===== src/rtl/store_align.sv =====
// Store lane aligner: queues sw/sh/sb stores in a 2-entry FIFO and emits word-aligned writes with byte enables.
// Optional macro STORE_MISALIGN_TRAP_EN drops misaligned/illegal stores and reports them on Misalign/BadAddr.
module store_align #(
  parameter int unsigned DEPTH = 2
) (
  input  logic        clk,
  input  logic        reset,
  input  logic        in_valid,
  output logic        in_ready,
  input  logic [1:0]  StoreOp,
  input  logic [31:0] Addr,
  input  logic [31:0] WData,
  output logic        mem_valid,
  input  logic        mem_ready,
  output logic [31:0] mem_addr,
  output logic [31:0] mem_wdata,
  output logic [3:0]  mem_be,
  output logic        Misalign,
  output logic [31:0] BadAddr
);

  localparam int unsigned CntW = 2;
  localparam logic [CntW-1:0] Full = CntW'(DEPTH);

  typedef struct packed {
    logic [29:0] waddr;
    logic [31:0] data;
    logic [3:0]  be;
  } entry_t;

  entry_t          entry_q [2];
  entry_t          entry_d [2];
  entry_t          new_entry;
  entry_t          head;
  logic            wr_ptr_q, wr_ptr_d;
  logic            rd_ptr_q, rd_ptr_d;
  logic [CntW-1:0] count_q, count_d;
  logic            push, pop, enq;

  assign in_ready  = (count_q != Full);
  assign mem_valid = (count_q != '0);
  assign push      = in_valid && in_ready;
  assign pop       = mem_valid && mem_ready;

  // Lane placement; an illegal op falls through to word handling.
  always_comb begin
    new_entry.waddr = Addr[31:2];
    new_entry.data  = WData;
    new_entry.be    = 4'b1111;
    case (StoreOp)
      2'b01: begin
        new_entry.be   = Addr[1] ? 4'b1100 : 4'b0011;
        new_entry.data = {2{WData[15:0]}};
      end
      2'b10: begin
        new_entry.be   = 4'b0001 << Addr[1:0];
        new_entry.data = {4{WData[7:0]}};
      end
      default: ;
    endcase
  end

`ifdef STORE_MISALIGN_TRAP_EN
  logic        bad;
  logic        misalign_q, misalign_d;
  logic [31:0] bad_addr_q, bad_addr_d;

  always_comb begin
    case (StoreOp)
      2'b00:   bad = (Addr[1:0] != 2'b00);
      2'b01:   bad = Addr[0];
      2'b10:   bad = 1'b0;
      default: bad = 1'b1;
    endcase
    misalign_d = push && bad;
    bad_addr_d = misalign_d ? Addr : bad_addr_q;
  end

  assign enq = push && !bad;

  always_ff @(posedge clk or negedge reset) begin
    if (!reset) begin
      misalign_q <= 1'b0;
      bad_addr_q <= '0;
    end else begin
      misalign_q <= misalign_d;
      bad_addr_q <= bad_addr_d;
    end
  end

  assign Misalign = misalign_q;
  assign BadAddr  = bad_addr_q;
`else
  assign enq      = push;
  assign Misalign = 1'b0;
  assign BadAddr  = '0;
`endif

  // FIFO pointer/count update.
  always_comb begin
    entry_d  = entry_q;
    wr_ptr_d = wr_ptr_q;
    rd_ptr_d = rd_ptr_q;
    if (enq) begin
      entry_d[wr_ptr_q] = new_entry;
      wr_ptr_d          = ~wr_ptr_q;
    end
    if (pop) begin
      rd_ptr_d = ~rd_ptr_q;
    end
    count_d = count_q + CntW'(enq) - CntW'(pop);
  end

  always_ff @(posedge clk or negedge reset) begin
    if (!reset) begin
      for (int i = 0; i < 2; i++) begin
        entry_q[i] <= '0;
      end
      wr_ptr_q <= 1'b0;
      rd_ptr_q <= 1'b0;
      count_q  <= '0;
    end else begin
      entry_q  <= entry_d;
      wr_ptr_q <= wr_ptr_d;
      rd_ptr_q <= rd_ptr_d;
      count_q  <= count_d;
    end
  end

  // Head entry is masked to zero when empty so be is never live without valid.
  assign head      = entry_q[rd_ptr_q];
  assign mem_addr  = mem_valid ? {head.waddr, 2'b00} : '0;
  assign mem_wdata = mem_valid ? head.data : '0;
  assign mem_be    = mem_valid ? head.be : '0;

endmodule


===== config.mk =====
export PLATFORM = sky130hd
export DESIGN_NAME = store_align
export DESIGN_NICKNAME = d
export VERILOG_FILES = /design/src/rtl/store_align.sv
export SDC_FILE = /design/constraint.sdc
export NUM_CORES = 1
export LEC_CHECK = 0
export ABC_AREA = 1
export ABC_CLOCK_PERIOD_IN_PS = 3300
export CAP_MARGIN = 20
export CORE_MARGIN = 2
export CORE_UTILIZATION = 30
export CTS_BUF_LIST = sky130_fd_sc_hd__clkbuf_4
export DETAILED_ROUTE_END_ITERATION = 8
export GPL_TIMING_DRIVEN = 0
export SYNTH_ARGS = -nofsm -noshare
export SYNTH_HDL_FRONTEND = slang
export SYNTH_SLANG_ARGS = --single-unit

===== constraint.sdc =====
create_clock -name clk -period 3.3 [get_ports clk]
set_input_delay 0.66 -clock clk [delete_from_list [all_inputs] [get_ports clk]]
set_output_delay 0.66 -clock clk [all_outputs]
set_load 0.01 [all_outputs]

* After elaboration in Yosys (flattened, before gate mapping)
Index checks and enable logic that the tools add are counted.
Widths: inputs -> output; s select.
** Word-level totals
- Register bits after elaboration :: 136
- Input bits :: 70
- Output and inout bits :: 103
** Cells by class
- Add/subtract/negate cells :: 2
- $lt $le $gt $ge :: 3
- Eq/ne operators :: 3
- Shift operators :: 1
- Mux-type cells :: 11
- Bitwise gates (word level) :: 4
- Reductions and logical operators :: 4
** Operators by type and width (number)
- $mux 66 :: 4
- $bwmux 132 :: 1
- $pmux 36 s2 :: 1
- $demux 66 s1 :: 1
- $mux 32 :: 2
- $mux 4 :: 2
- $ge 2x2->1 const B :: 2
- $not 1->2 :: 2
- $shl 1x2->4 const A :: 1
- $logic_and 1x1->1 :: 3
- $add 2x1->2 :: 1
- $eq 2x1->1 const B :: 1
- $eq 2x2->1 const B :: 1
- $lt 2x1->1 const B :: 1
- $ne 2x2->1 const B :: 1
- $not 1->1 :: 2
- $reduce_bool 2->1 :: 1
- $sub 2x1->2 :: 1

* Depth between registers and ports, before layout
Gate-level depths: netlist of run 1.
- Word-level depth :: 6
- Depth in mapped cells :: 13
- Depth with buffers taken out :: 12

* Least setup slack after synthesis of run 1
No wires, ideal clock.
- Kind :: reg-to-output
- From :: reg rd_ptr_q
- To :: out mem_addr[10]
- Arrival :: 1.152 ns
- Slack :: 1.488 ns
- Cell stages (with the launch flop) :: 7
- Path through :: dfrtp_1 -> clkbuf_1 -> inv_1 -> buf_2 -> buf_2 -> nand2_1 -> a21oi_1
** On the way
- Word-level cells in the longest chain between the ends :: 5
** RTL lines
- from (decl) :: RTL line 36 : logic rd_ptr_q, rd_ptr_d;
- from (signal assigned) :: RTL line 125 : rd_ptr_q <= rd_ptr_d;
- $not 1->2 (implied by the code) :: RTL line 131 : assign head = entry_q[rd_ptr_q];
- $mux 66 (implied by the code) (3 in a row) :: RTL line 131
- $mux 32 :: RTL line 132 : assign mem_addr = mem_valid ? {head.waddr, 2'b00} : '0;
- to (decl) :: RTL line 15 : output logic [31:0] mem_addr,
Every way passes these cells. The select of a mux whose other input is x is not followed.

* Worst setup path after layout of run 1
- From :: reg rd_ptr_q
- To :: out mem_wdata[6]
** On the way
- Word-level cells in the longest chain between the ends :: 5
** RTL lines
- $not 1->2 (implied by the code) :: RTL line 131
- $mux 66 (implied by the code) (3 in a row) :: RTL line 131
- $mux 32 :: RTL line 133 : assign mem_wdata = mem_valid ? head.data : '0;
- to (decl) :: RTL line 16 : output logic [31:0] mem_wdata,
Every way passes these cells. The select of a mux whose other input is x is not followed.

==> impl_metrics.csv, run 1 <==
group,metric,value,unit
worst_setup_path,path_max_fanout,10,
clock_network,cts_tree,"done",
run,cap_violations,0,
logic_synthesis,synth_top_cell_by_area,"dfrtp_1",
clock_network,cts_buffers,17,
logic_synthesis,synth-seq-cells,136,
detailed_routing,avgRoutedWirePerCell,14.5,µm
clock_network,hold_buffers,0,
sta,worst_pin_slew,733,ps
clock_network,cts_setup_buffers,0,
power_and_ir_drop,irDropWorstVdd,264,µV
clock_network,path_clk_slew,130,ps
global_route,grt_pass1_wl,32.9,mm
detailed_routing,first_pass_iters,5,
logic_synthesis,netlist_top_cells_area,"dfrtp_1, nand2_1, a21oi_1, buf_4, nand3_1",
sta,fmax,316,MHz
sta,drv_slew,0,
cells_and_area,nets,1230,
worst_setup_path,rr_startpoint,"count_q[1]",
detailed_routing,dr.first_iter.drc_count,455,
logic_synthesis,synth_top_area_share,49.1,%
cells_and_area,antenna_cells,0,
clock_network,root_buffer,"clkbuf_4",
worst_setup_path,cp_cell_sequence,"clkbuf_1 -> inv_1 -> buf_4 -> buf_4 -> nand2_1 -> a21oi_1 -> clkdlybuf4s50_1",
min_path,hold_class,"in -> async",
sta,grt_setup_unrepaired,"true",
place,numPortBuffers,137,
sta,timing.hold.ws,116,ps
place,place_congestion,0.807,
logic_synthesis,syn_inst,965,
sta,fin_crit_sh,96.0,%
logic_synthesis,synth_area,6930,µm²
worst_setup_path,max_stage_delay,600,ps
floorplan,io_pins,173,
cells_and_area,layout-drive-gt1-share,10.1,%
floorplan,die_h,156,µm
place,dp.cells,1422,
logic_synthesis,yosysWarnings,0,
floorplan,core_area,22600,µm²
clock_network,clk_path_buf_depth,2,
sta,finalHoldViolations,0,
global_route,antenna_found_initial,0,
global_route,grt_usage,17.7,%
worst_setup_path,path_common_cell,"buf_4",
run_status,outcome,"finished clean",
sta,relSlewSlack,51.1,%
detailed_routing,routed_via_density,4.48,
global_route,grt_max_degree,77,
sta,skew,8.97,ps
global_route,grt.overflow.total,0,
floorplan,start_util,30.6,%
floorplan,fp.dieW,156,µm
detailed_routing,via_count,6517,
place,place_hpwl,15.1,mm
sta,setup_violations,0,
floorplan,die_area,24300,µm²
clock_network,clkLatencyLatePin,560,ps
cells_and_area,fin_util,40.3,%
worst_setup_path,crit_type,"reg -> out",
logic_synthesis,postSynthAreaPerCell,7.18,µm²
clock_network,clock_sinks,136,
worst_setup_path,crit_slowest_cell,"clkdlybuf4s50_1",
detailed_routing,drt_wl_total,21.1,mm
power_and_ir_drop,power.leakage,4.74,nW
logic_synthesis,yosysSeqAreaShare,49.1,%
power_and_ir_drop,p_per_area,906,nW/µm²
worst_setup_path,crit_start,"rd_ptr_q",
detailed_routing,drc_errors,0,
cells_and_area,final_cells,1454,
worst_setup_path,required,2640,ps
worst_setup_path,start_kind,"flop",
global_route,grt_pass1_vias,5984,
floorplan,rows,55,
detailed_routing,ant_nets,0,
sta,tns,0,ps
logic_synthesis,synth_cell_types,16,
sta,min_period,3170,ps
clock_network,htreeDepth,4,
worst_setup_path,cp_data_arrival_time,2510,ps
worst_setup_path,endpoint_kind,"output pin",
cells_and_area,area_growth,31.7,%
worst paths after layout:
check                          endpoint  slack (ps)  cells past startpoint
max                        mem_wdata[6]         130                      7
min                         entry_q[97]         120                      1
max reg2reg                  count_q[1]        1610                     12
min reg2reg                 entry_q[55]         480                      2
max in group asynchronous  entry_q[114]        2400                      2
min in group clk            entry_q[55]         480                      2
flip-flops by register name (all words and copies together) (netlist names):
signal	flops
count_q	2
entry_q	132
rd_ptr_q	1
wr_ptr_q	1
final cells by class:
| cell class | instances | area [µm²] |
|---|---|---|
| Buffer | 93 | 596 |
| Clock buffer | 17 | 128 |
| Clock inverter | 15 | 155 |
| Fill cell | 2354 | 13500 |
| Inverter | 24 | 90.1 |
| Multi-Input combinational cell | 746 | 3000 |
| Sequential cell | 136 | 3400 |
| Tap cell | 285 | 357 |
| Timing Repair Buffer | 138 | 1400 |
cell usage after synthesis:
cell        n
a21oi_1    66
a21oi_2     1
buf_2      30
buf_4      40
buf_6       5
clkbuf_1   18
conb_1      1
dfrtp_1   136
ha_1        4
inv_1      24
nand2_1   585
nand2_2     1
nand3_1    41
nor2_1     10
nor2_2      2
xor2_1      1
critical path, delay by kind of cell, from the launching register on:
kind | cells | cell delay (ps)
buf+inv | 5 | 1240
flops | 1 | 380
compound gates | 1 | 260
simple gates | 1 | 60
per-layer routing:
| metal | track usage, % | vias to the layer above | routed length [µm] |
|---|---|---|---|
| met5 | 0 | - | 0 |
| met4 | 3.98 | 0 | 236 |
| met1 | 25.5 | 3017 | 10100 |
| met2 | 27.2 | 207 | 9560 |
| met3 | 3.72 | 21 | 1250 |
| li1 | - | 3272 | - |
what timing repair did:
item / in CTS / in global routing
endpoints found under the setup margin: 7 / 38
pin swaps: 0 / 0
resized for setup: 3 / 12
cells by family after synthesis:
logic type               share of synthesized area, %
adder cells (fa/ha/maj)                         0.723
buffers and inverters                            9.59
XOR/XNOR                                        0.126
AND/OR/NAND/NOR                                  35.5
AO/OA/AOI/OAI                                    4.90
other                                          0.0541
flip-flops                                       49.1
through the flow:
step | power, mW | setup WS (ps) | instance area, µm²
5_1_grt | 8.97 | -10.4 | 9130
4_1_cts | 8.34 | 20.3 | 9100
6_report | 8.27 | 134 | 9130
2_1_floorplan | 5.17 | 1490 | 7050
3_3_place_gp | 7.14 | -4150 | 8780
3_5_place_dp | 7.20 | 577 | 8810
cell usage in the layout (no fill, tap or decap), drive strengths merged:
cell type,count
nand2,586
dfrtp,136
clkdlybuf4s50,136
buf,72
a21oi,67
nand3,41
clkbuf,40
conb,35
inv,25
nor2,12
clkinv,7
clkinvlp,5
ha,4
bufinv,2
xor2,1
where the power goes:
group	internal [mW]	total, mW	switching (mW)
clock network	0.448	1.12	0.668
logic	1.89	4.32	2.44
registers	2.43	2.83	0.397
Note: power is estimated with default switching activity, not from simulation.
==> inputs of run 2 (changes only) <==
RECOVER_POWER = 25   (was unset)
==> impl_metrics.csv, run 2 (synthesis gave the netlist of run 1 again) <==
group,metric,value,unit
detailed_routing,dr.first_iter.drc_count,451,
cells_and_area,largest_register_ffs,132,
clock_network,clk_path_buf_depth,2,
global_route,grt_max_degree,77,
floorplan,die_h,156,µm
worst_setup_path,cp_cell_sequence,"clkbuf_1 -> clkbuf_1 -> nand2_1 -> a21oi_1 -> clkdlybuf4s50_1",
worst_setup_path,endpoint_kind,"output pin",
sta,setup_violations,0,
cells_and_area,fin_util,40.2,%
power_and_ir_drop,p_switching,3.50,mW
worst_setup_path,r2r-end,"count_q[1]",
power_and_ir_drop,irDropWorstVdd,264,µV
place,place_hpwl,15.1,mm
power_and_ir_drop,pwr-share-comb,52.3,%
worst_setup_path,reg2reg_depth,12,
global_route,antenna_found_initial,0,
sta,fmax,315,MHz
detailed_routing,first_pass_iters,5,
detailed_routing,via_count,6515,
cells_and_area,top_register,"entry_q",
detailed_routing,ant_nets,0,
sta,worst_pin_slew,1950,ps
detailed_routing,drc_errors,0,
cells_and_area,most-common-layout-cells,"nand2_1, dfrtp_1, clkdlybuf4s50_1",
floorplan,fp.dieW,156,µm
clock_network,path_clk_slew,130,ps
cells_and_area,fill_cells,2357,
sta,drv_slew,77,
run,cap_violations,1,
place,numPortBuffers,137,
cells_and_area,nets,1230,
global_route,grt.overflow.total,0,
run_status,violations,"capacitance limit, slew limit",
worst_setup_path,crit_type,"reg -> out",
clock_network,clock_sinks,136,
cells_and_area,reg.largest.list,"entry_q (132), count_q (2)",
sta,finalHoldViolations,0,
sta,relSlewSlack,-29.9,%
cells_and_area,final_common_cell,"nand2_1",
sta,grt_setup_unrepaired,"true",
floorplan,die_area,24300,µm²
worst_setup_path,cp_data_arrival_time,2510,ps
power_and_ir_drop,p_sw_share,42.4,%
sta,fin_crit_sh,96.1,%
clock_network,cts_buffers,17,
floorplan,core_area,22600,µm²
worst_setup_path,start_kind,"flop",
clock_network,root_buffer,"clkbuf_4",
place,place_congestion,0.807,
detailed_routing,avgRoutedWirePerCell,14.5,µm
run_status,outcome,"complete, but fails checks",
cells_and_area,layout-drive-gt1-share,10.1,%
cells_and_area,antenna_cells,0,
min_path,hold_class,"reg -> reg",
power_and_ir_drop,finalPower,8.26,mW
worst_setup_path,max_stage_delay,580,ps
sta,skew,8.93,ps
floorplan,start_util,30.6,%
worst_setup_path,rrSetupSlack,1610,ps
worst_setup_path,required,2640,ps
power_and_ir_drop,intPower,4.76,mW
power_and_ir_drop,power.share.clock,13.5,%
global_route,grt_pass1_wl,32.9,mm
sta,min_period,3170,ps
floorplan,io_pins,173,
cells_and_area,area_growth,31.4,%
detailed_routing,drt_wl_total,21.1,mm
sta,timing.hold.ws,484,ps
worst_setup_path,path_max_fanout,10,
worst_setup_path,rr_startpoint,"count_q[1]",
power_and_ir_drop,power.leakage,4.73,nW
global_route,grt_usage,17.7,%
global_route,grt_pass1_vias,5984,
worst_setup_path,path_common_cell,"clkbuf_1",
sta,tns,0,ps
worst_setup_path,crit_slowest_cell,"clkdlybuf4s50_1",
min_path,hp-start,"entry_q[55]",
floorplan,rows,55,
detailed_routing,routed_via_density,4.48,
min_path,hold_depth,2,
min_path,hold_path_end,"entry_q[55]",
clock_network,htreeDepth,4,
clock_network,clkLatencyLatePin,560,ps
power_and_ir_drop,p_per_area,908,nW/µm²
power_and_ir_drop,pwr-share-seq,34.2,%
clock_network,cts_tree,"done",
-- run 2: what timing repair did --
action	4_1_cts	5_1_grt
hold buffers	0	0
gates cloned	0	0
gates resized for setup	3	12
endpoints found under the setup margin	7	38
setup buffers	0	0
-- run 2: per-stage QoR --
step,cell area (µm²),instances,worst slack (ps)
global route,9100,1454,-10.4
floorplan,7050,999,1490
finish,9100,1454,130
detailed placement,8810,1422,577
global placement,8780,1421,-4150
CTS,9100,1454,20.3
-- run 2: cell type report --
class / count / area (µm²) / share of cell area [%]
multi-input combinational: 746 / 3000 / 32.9
timing repair buffer: 138 / 1370 / 15.1
inverter: 24 / 90.1 / 0.990
buffer: 93 / 596 / 6.55
sequential: 136 / 3400 / 37.4
tap: 285 / 357 / 3.92
clock inverter: 15 / 155 / 1.71
clock buffer: 17 / 128 / 1.40
-- run 2: power by group through the flow --
stage	clock network [mW]	registers (mW)	logic, mW
6_report	1.12	2.83	4.32
2_1_floorplan	0	2.77	2.40
3_3_place_gp	0	2.84	4.29
5_1_grt	1.22	2.92	4.82
3_5_place_dp	0	2.86	4.34
4_1_cts	1.15	2.82	4.37
-- run 2: routing by layer --
| layer | wire length, µm | GRT usage [%] | share of wire, % | vias up |
|---|---|---|---|---|
| met5 | 0 | 0 | 0 | - |
| met3 | 1220 | 3.72 | 5.8 | 21 |
| li1 | - | - | - | 3273 |
| met2 | 9570 | 27.2 | 45 | 203 |
| met4 | 243 | 3.98 | 1.1 | 0 |
| met1 | 10100 | 25.5 | 48 | 3018 |
-- run 2: worst max-delay path by stage --
stage,depth (start not counted),to,start,slack (ps)
detailed placement,7,mem_wdata[15],rd_ptr_q,580
CTS,5,mem_wdata[15],count_q[1],20
floorplan,6,mem_addr[10],rd_ptr_q,1490
global route,6,mem_wdata[0],rd_ptr_q,-10
global placement,1,entry_q[59],reset,-4150
finish,5,mem_wdata[29],rd_ptr_q,130
-- run 2: worst max-delay path, delay by kind of cell, from the launching register on --
kind / cells / cell delay [ps]
and+or+nand+nor: 1 / 100
buffers and inverters: 3 / 1240
DFF: 1 / 350
AOI/OAI and AO/OA: 1 / 250
